### src/rtl/demux1_4_stream_if.sv
// Stream bundle for the 1-to-4 demultiplexer: one producer-side valid/ready
// input and four consumer-side channels with per-channel debug counters.
interface demux1_4_stream_if #(
    parameter int WIDTH = 4,
    parameter int CNT_W = 8
);
    logic [WIDTH-1:0]   in_data;
    logic [1:0]         in_sel;
    logic               in_valid;
    logic               in_ready;
    logic [WIDTH-1:0]   out0_data;
    logic [WIDTH-1:0]   out1_data;
    logic [WIDTH-1:0]   out2_data;
    logic [WIDTH-1:0]   out3_data;
    logic [3:0]         out_valid;
    logic [3:0]         out_ready;
    logic [4*CNT_W-1:0] dlv_cnt;

    // Demultiplexer side: takes the input stream, drives the four channels.
    modport slave (
        input  in_data, in_sel, in_valid, out_ready,
        output in_ready, out0_data, out1_data, out2_data, out3_data,
               out_valid, dlv_cnt
    );

    // Environment side: producer plus the four consumers.
    modport master (
        output in_data, in_sel, in_valid, out_ready,
        input  in_ready, out0_data, out1_data, out2_data, out3_data,
               out_valid, dlv_cnt
    );
endinterface

### src/rtl/demux1_4_stream.sv
// Registered 1-to-4 stream demultiplexer. Each accepted word is steered by
// in_sel into a one-deep holding register for that channel; each channel
// counts its completed deliveries (wrapping) for debug.
module demux1_4_stream #(
    parameter int WIDTH = 4,
    parameter int CNT_W = 8
) (
    input  logic               clk,
    input  logic               rst_n,
    demux1_4_stream_if.slave   bus
);
    logic [3:0]         valid_q;
    logic [WIDTH-1:0]   data_q [4];
    logic [CNT_W-1:0]   cnt_q  [4];
    logic [3:0]         load;
    logic [3:0]         dlv;
    logic               ready;
    logic               acc;
    logic [4*CNT_W-1:0] cnt_flat;

    // Handshake decode: readiness looks only at the selected channel, so a
    // stalled consumer never blocks words bound for the other channels.
    always_comb begin
        // NOTE: every signal written here gets a default first, so no path leaves it unassigned and no latch is inferred.
        ready = 1'b0;
        acc   = 1'b0;
        load  = '0;
        dlv   = '0;
        ready = rst_n & (~valid_q[bus.in_sel] | bus.out_ready[bus.in_sel]);
        acc   = bus.in_valid & ready;
        for (int k = 0; k < 4; k++) begin
            load[k] = acc & (bus.in_sel == k[1:0]);
            dlv[k]  = valid_q[k] & bus.out_ready[k];
        end
    end

    // Channel registers and delivery counters; a load wins over a delivery,
    // which gives same-cycle replace when the consumer is taking the old word.
    always_ff @(posedge clk or negedge rst_n) begin
        if (!rst_n) begin
            valid_q <= '0;
            for (int k = 0; k < 4; k++) begin
                // NOTE: the data registers are reset too, because the channel outputs must read zero while in reset.
                data_q[k] <= '0;
                cnt_q[k]  <= '0;
            end
        end else begin
            for (int k = 0; k < 4; k++) begin
                // NOTE: non-blocking assignments so every channel samples this cycle's handshakes, not values updated earlier in the loop.
                if (load[k]) begin
                    data_q[k]  <= bus.in_data;
                    valid_q[k] <= 1'b1;
                end else if (dlv[k]) begin
                    valid_q[k] <= 1'b0;
                end
                if (dlv[k]) begin
                    cnt_q[k] <= cnt_q[k] + CNT_W'(1);
                end
            end
        end
    end

    // Pack the four counters, channel k at bits [k*CNT_W +: CNT_W].
    always_comb begin
        cnt_flat = '0;
        for (int k = 0; k < 4; k++) begin
            cnt_flat[k*CNT_W +: CNT_W] = cnt_q[k];
        end
    end

    assign bus.in_ready  = ready;
    assign bus.out_valid = valid_q;
    assign bus.out0_data = data_q[0];
    assign bus.out1_data = data_q[1];
    assign bus.out2_data = data_q[2];
    assign bus.out3_data = data_q[3];
    assign bus.dlv_cnt   = cnt_flat;
endmodule

### src/flat_wrapper.sv
// flat-port wrapper written by rule: the top's interface ports become plain ports
module demux1_4_stream_flat 
#(
    parameter int WIDTH = 4,
    parameter int CNT_W = 8
)
  (clk, rst_n, bus_in_data, bus_in_sel, bus_in_valid, bus_out_ready, bus_in_ready, bus_out0_data, bus_out1_data, bus_out2_data, bus_out3_data, bus_out_valid, bus_dlv_cnt);
  demux1_4_stream_if #(.WIDTH(WIDTH), .CNT_W(CNT_W)) bus_i ();
  input  logic clk;
  input  logic rst_n;
  input wire logic [$bits(bus_i.in_data)-1:0] bus_in_data;
  input wire logic [$bits(bus_i.in_sel)-1:0] bus_in_sel;
  input wire logic [$bits(bus_i.in_valid)-1:0] bus_in_valid;
  input wire logic [$bits(bus_i.out_ready)-1:0] bus_out_ready;
  output wire logic [$bits(bus_i.in_ready)-1:0] bus_in_ready;
  output wire logic [$bits(bus_i.out0_data)-1:0] bus_out0_data;
  output wire logic [$bits(bus_i.out1_data)-1:0] bus_out1_data;
  output wire logic [$bits(bus_i.out2_data)-1:0] bus_out2_data;
  output wire logic [$bits(bus_i.out3_data)-1:0] bus_out3_data;
  output wire logic [$bits(bus_i.out_valid)-1:0] bus_out_valid;
  output wire logic [$bits(bus_i.dlv_cnt)-1:0] bus_dlv_cnt;
  assign bus_i.in_data = bus_in_data;
  assign bus_i.in_sel = bus_in_sel;
  assign bus_i.in_valid = bus_in_valid;
  assign bus_i.out_ready = bus_out_ready;
  assign bus_in_ready = bus_i.in_ready;
  assign bus_out0_data = bus_i.out0_data;
  assign bus_out1_data = bus_i.out1_data;
  assign bus_out2_data = bus_i.out2_data;
  assign bus_out3_data = bus_i.out3_data;
  assign bus_out_valid = bus_i.out_valid;
  assign bus_dlv_cnt = bus_i.dlv_cnt;
  demux1_4_stream #(.WIDTH(WIDTH), .CNT_W(CNT_W)) u_core (.clk(clk), .rst_n(rst_n), .bus(bus_i));
endmodule
### config.mk
export PLATFORM = sky130hd
export DESIGN_NAME = demux1_4_stream_flat
export DESIGN_NICKNAME = d
export VERILOG_FILES = /design/src/rtl/demux1_4_stream_if.sv /design/src/rtl/demux1_4_stream.sv /design/src/flat_wrapper.sv
export SDC_FILE = /design/constraint.sdc
export NUM_CORES = 1
export LEC_CHECK = 0
export CAP_MARGIN = 0
export CORE_MARGIN = 5
export CORE_UTILIZATION = 50
export CTS_CLUSTER_SIZE = 24
export DETAILED_ROUTE_END_ITERATION = 8
export GPL_TIMING_DRIVEN = 0
export PLACE_DENSITY = 0.83
export SYNTH_ARGS = -nofsm -noshare
export SYNTH_HDL_FRONTEND = slang
export SYNTH_SLANG_ARGS = --single-unit
### constraint.sdc
create_clock -name clk -period 4.36 [get_ports clk]
set_input_delay 0.872 -clock clk [delete_from_list [all_inputs] [get_ports clk]]
set_output_delay 0.872 -clock clk [all_outputs]
set_load 0.005 [all_outputs]
==> results of run 1 <==
worst max-delay path, stage by stage:
cell             delay [ns]
clkdlybuf4s50_1        0.61
nand4bb_1              0.16
o311ai_0               0.13
a21oi_1                0.14
clkdlybuf4s50_1        0.54
cell families (layout without fill, tap and decap cells):
| logic type | count (synthesis) | after routing |
|---|---|---|
| flip-flops | 52 | 52 |
| multiplexers | 21 | 21 |
| XOR/XNOR | 28 | 28 |
| AND/OR/NAND/NOR | 55 | 55 |
| buffers and inverters | 6 | 79 |
| AO/OA/AOI/OAI | 3 | 3 |
| adder cells (fa/ha/maj) | 4 | 4 |
power groups by stage:
| stage | clock (µW) | sequential [µW] | combinational, µW |
|---|---|---|---|
| detailed placement | 0 | 685 | 379 |
| finish | 283 | 675 | 374 |
| CTS | 297 | 677 | 382 |
| global route | 316 | 697 | 405 |
| floorplan | 0 | 678 | 124 |
| global placement | 0 | 679 | 371 |
metrics by stage:
stage / area (µm²) / instances / hold slack [ns] / setup TNS, ns
floorplan: 2230 / 169 / 0.465 / 0
global placement: 2940 / 286 / 0.456 / -1.56
detailed placement: 2960 / 287 / 0.461 / 0
CTS: 3050 / 294 / 0.474 / 0
global route: 3050 / 294 / 0.488 / 0
finish: 3050 / 294 / 0.467 / 0
flip-flops by register name, indices dropped and copies added (netlist names):
name	flops
u_core.bus.out_valid	4
u_core.bus.out2_data	4
u_core.bus.out1_data	4
u_core.bus.dlv_cnt	32
u_core.bus.out3_data	4
u_core.bus.out0_data	4
cells in the mapped netlist:
master     count
inv_1          4
nor3b_2        1
xnor2_1       20
nor3_1         3
ha_1           4
or2_2          1
and4_1         3
o21ai_0        1
nand3_1        6
a21oi_1        1
xor2_1         8
nand4bb_1      1
mux2_4         4
dfrtp_1       52
nor2_1         6
nand2b_1       3
nand2_2        1
o311ai_0       1
clkbuf_1       1
mux2_2        16
or4b_1         1
buf_6          1
nand4_1        8
and2_1         1
nor4b_4        1
nand2_1       13
nor2b_1        1
and3_1         3
or3b_2         2
mux2i_1        1
worst paths after layout:
kind / end / cells past startpoint / slack, ns / from
worst max-delay path: bus_in_ready / 5 / 1.05 / bus_in_sel[0]
worst min-delay path: u_core.bus.dlv_cnt[23]$_DFFE_PN0P_ / 1 / 0.47 / u_core.bus.dlv_cnt[23]$_DFFE_PN0P_
worst max register to register: u_core.bus.out2_data[2]$_DFFE_PN0P_ / 3 / 2.78 / u_core.bus.out_valid[2]$_DFFE_PN0P_
worst min register to register: u_core.bus.dlv_cnt[23]$_DFFE_PN0P_ / 1 / 0.47 / u_core.bus.dlv_cnt[23]$_DFFE_PN0P_
max in group asynchronous: u_core.bus.dlv_cnt[4]$_DFFE_PN0P_ / 2 / 3.33 / rst_n
min in group asynchronous: u_core.bus.out2_data[3]$_DFFE_PN0P_ / 1 / 0.50 / rst_n
layer usage:
layer	vias up	track usage	share of wire
met4	0	0.0682	0.017
li1	732	-	-
met1	697	0.212	0.44
met2	43	0.246	0.47
met3	7	0.0644	0.082
met5	-	0	0
final cells by class:
class / instances / area [µm²]
tap: 52 / 65.1
inverter: 4 / 15.0
fill: 337 / 1270
multi-input combinational: 111 / 895
sequential: 52 / 1300
clock buffer: 7 / 96.3
buffer: 2 / 15.0
timing repair buffer: 66 / 666
==> impl_metrics.tcl, run 1 <==
set metrics [dict create \
    grt_use_total 0.164 \
    required_ns 3.49 \
    synthDominantCellAreaShare 0.585 \
    timing.fmax_mhz 302 \
    syn_area_per_cell_um2 13.2 \
    synth.area.mux_share 0.112 \
    post-place-ws_ns 1.04 \
    grt_max_degree 40 \
    viasPerCell 5.03 \
    fin_ws_ns 1.05 \
    internal-power_uw 980 \
    power_density_mw_per_mm2 436 \
    p_sw_frac 0.264 \
    setup_viol 0 \
    antenna_found_initial 0 \
    path_max_fanout 7 \
    cts_buffer_depth 2 \
    power.leakage_uw 0.00135 \
    yosysTopAreaCell "dfrtp_1" \
    fin_nets 259 \
    slew_headroom 0.716 \
    cts_made_buffers 5 \
    power_switching_uw 352 \
    drt_wl_total_mm 4.45 \
    gp_congestion 0.725 \
    p_total_uw 1330 \
    status "complete, no violations" \
    synth_top_family_by_area "simple AND/OR/NAND/NOR gates" \
    mostFrequentLayoutCell "clkdlybuf4s50_1" \
    yosys.area_share.simple 0.148 \
    fin_skew_ns 0.00435 \
    wl_per_cell_um 15.1 \
    die_y_um 76.7 \
    tightestPinTransition_ns 0.424 \
    ys_ff_latch 52 \
    path_clk_slew_ns 0.08 \
    synth.distinct_cells 30 \
    cts_resized 0 \
    core_area_mm2 0.00432 \
    final-max-slew-violation-count 0 \
    htree_levels 2 \
    diodes 0 \
    first_global_vias 1571 \
    hold_violations 0 \
    endpoint_kind "primary output" \
    min_path_type "reg -> reg" \
    io_pins 66 \
    ir_drop_v 0.000260 \
    dpl.hpwl_mm 3.39 \
    seqPwrFrac 0.507 \
    fin_util 0.706 \
    cp.arrival_ns 2.44 \
    initial_utilization 0.515 \
    drv_cap 0 \
    period_share 0.760 \
    cts-root-buf "clkbuf_8" \
    drc 0 \
    synthCells 169 \
    rows 24 \
    synth_area_mm2 0.00223 \
    gr-total-overflow 0 \
    startpoint_type "primary input" \
    pwr-share-comb 0.281 \
    ant_nets 0 \
    syn-num-nets 186 \
    worst-setup-path-type "in -> out" \
    synthAdderAreaFrac 0.0225 \
    yosys.area_share.xor_xnor 0.110 \
    postCtsHoldBufs 0 \
    yosysWarnings 0 \
    ys_seq_area_frac 0.585 \
    dr.pass1.iters 4 \
    power_frac_clock 0.213 \
    ys_top_cells_by_area "dfrtp_1, mux2_2, xnor2_1, xor2_1, mux2_4" \
    finalCriticalPeriod_ns 3.31 \
    vias 1479 \
    port_buffers 65 \
    layout_common_cells "clkdlybuf4s50_1, dfrtp_1, xnor2_1" \
    rsz0062_at_grt "no" \
    clock-sinks 52 \
    clock_latency_ns 0.30 \
    grt_pass1_wl_mm 7.77 \
    die_w_um 76.7 \
    area_delta_synth_final_pct 37.2 \
    first_iter_violations 68 \
    die_area_mm2 0.00589 \
    cts_tree "done" \
    post_cts_buffers 0 \
    synth_compound_area_frac 0.00843 \
    drive_gt1_frac 0.149 \
]
(Power assumes the default switching activity.)
==> run 2, diff against run 1 <==
Settings changed: CORE_UTILIZATION 50 to 47, PLACE_DENSITY 0.83 to 0.79.
Clock period 4.36 ns to 3.08 ns, I/O delays scaled along.
==> run 2 against run 1 <==
Against the previous run: clock skew rose by 0.00071 ns; register-to-register slack got worse by 1.3 ns; sequential share of layout area rose by 0.053 points; die area rose by 5.5%; setup slack got worse by 0.82 ns; utilization fell by 5.2 points; largest power group unchanged.
==> impl_metrics.tcl, run 2 (same netlist as run 1, synthesis figures left out) <==
set metrics [dict create \
    rsz0062_at_grt "no" \
    drt_wl_total_mm 4.24 \
    clock-sinks 52 \
    slew_headroom 0.690 \
    internal-power_uw 1370 \
    wl_per_cell_um 14.3 \
    drive_gt1_frac 0.144 \
    post_cts_buffers 0 \
    pwr-share-comb 0.281 \
    cts_resized 0 \
    fin_ws_ns 0.228 \
    cp.arrival_ns 2.24 \
    p_sw_frac 0.265 \
    die_y_um 78.8 \
    mostFrequentLayoutCell "clkdlybuf4s50_1" \
    gp_congestion 0.742 \
    layout_common_cells "clkdlybuf4s50_1, dfrtp_1, xnor2_1" \
    first_iter_violations 32 \
    power_switching_uw 493 \
    htree_levels 2 \
    startpoint_type "primary input" \
    grt_use_total 0.151 \
    diodes 0 \
    first_global_vias 1535 \
    final-max-slew-violation-count 0 \
    worst-setup-path-type "in -> out" \
    setup_viol 0 \
    io_pins 66 \
    die_w_um 78.8 \
    hold_violations 0 \
    dr.pass1.iters 4 \
    port_buffers 65 \
    ant_nets 0 \
    endpoint_kind "primary output" \
    tightestPinTransition_ns 0.465 \
    rows 25 \
    ir_drop_v 0.000347 \
    cts-root-buf "clkbuf_8" \
    path_max_fanout 7 \
    cts_buffer_depth 2 \
    finalCriticalPeriod_ns 2.85 \
    drv_cap 0 \
    seqPwrFrac 0.513 \
    drc 0 \
    stdcell_count 297 \
    core_area_mm2 0.00466 \
    vias 1487 \
    status "complete, no violations" \
    dp.cells 289 \
    area_delta_synth_final_pct 37.0 \
    dpl.hpwl_mm 3.20 \
    grt_max_degree 38 \
    path_clk_slew_ns 0.09 \
    antenna_found_initial 0 \
    cts_made_buffers 5 \
    cts_tree "done" \
    fin_nets 259 \
    period_share 0.926 \
    power.leakage_uw 0.00135 \
    timing.fmax_mhz 351 \
    clock_latency_ns 0.29 \
    post-place-ws_ns 0.248 \
    postCtsHoldBufs 0 \
    die_area_mm2 0.00621 \
    required_ns 2.46 \
    min_path_type "in -> async" \
    grt_pass1_wl_mm 7.46 \
    initial_utilization 0.478 \
    viasPerCell 5.01 \
    power_density_mw_per_mm2 611 \
    gr-total-overflow 0 \
    largest_reg_flops 32 \
    power_frac_clock 0.206 \
    p_total_uw 1860 \
    fin_skew_ns 0.00506 \
]
## run 2: cell types whose count changed in the layout (fill, tap and decap cells not counted)
cell / delta
clkbuf_1: +2
clkbuf_8: -1
## run 2: final timing paths
kind	startpoint	endpoint	slack, ns	depth (start not counted)
worst max-delay path	bus_in_sel[0]	bus_in_ready	0.23	5
worst min-delay path	rst_n	u_core.bus.dlv_cnt[5]$_DFFE_PN0P_	0.26	1
worst max register to register	u_core.bus.out_valid[2]$_DFFE_PN0P_	u_core.bus.out2_data[2]$_DFFE_PN0P_	1.50	3
worst min register to register	u_core.bus.dlv_cnt[31]$_DFFE_PN0P_	u_core.bus.dlv_cnt[31]$_DFFE_PN0P_	0.47	1
max in group asynchronous	rst_n	u_core.bus.dlv_cnt[20]$_DFFE_PN0P_	2.27	2
min in group clk	u_core.bus.dlv_cnt[31]$_DFFE_PN0P_	u_core.bus.dlv_cnt[31]$_DFFE_PN0P_	0.47	1
## run 2: critical path, cell delays in order
cell	delay [ns]
clkdlybuf4s50_1	0.63
nand4bb_1	0.17
o311ai_0	0.13
a21oi_1	0.16
clkdlybuf4s50_1	0.54
## run 2: per-layer routing
layer	track usage	up-vias	wire (µm)
li1	-	729	-
met1	0.203	711	1950
met2	0.228	42	1880
met3	0.0567	5	366
met4	0.0464	0	40
met5	0	-	0
## run 2: metrics by stage
stage	hold slack (ns)	setup TNS, ns	instance area [µm²]	util
final	0.258	0	3050	0.654
after global routing	0.289	0	3050	0.654
after CTS	0.268	0	3050	0.654
after detailed placement	0.466	0	2960	0.635
after global placement	0.457	-36.29	2940	0.632
after floorplan	0.320	0	2230	-
## run 2: power by group through the flow
| stage | combinational, µW | clock (µW) | sequential (µW) |
|---|---|---|---|
| 2_1_floorplan | 176 | 0 | 960 |
| 3_3_place_gp | 521 | 0 | 963 |
| 3_5_place_dp | 533 | 0 | 969 |
| 4_1_cts | 535 | 403 | 957 |
| 5_1_grt | 584 | 433 | 981 |
| 6_report | 523 | 384 | 956 |
## run 2: layout make-up
class                   count  area (µm²)
fillers                   378        1610
flip-flops and latches     52        1300
multi-input cells         111         895
repair buffers             66         666
clock buffers               8        90.1
well taps                  54        67.6
plain buffers               2        15.0
inverters                   4        15.0
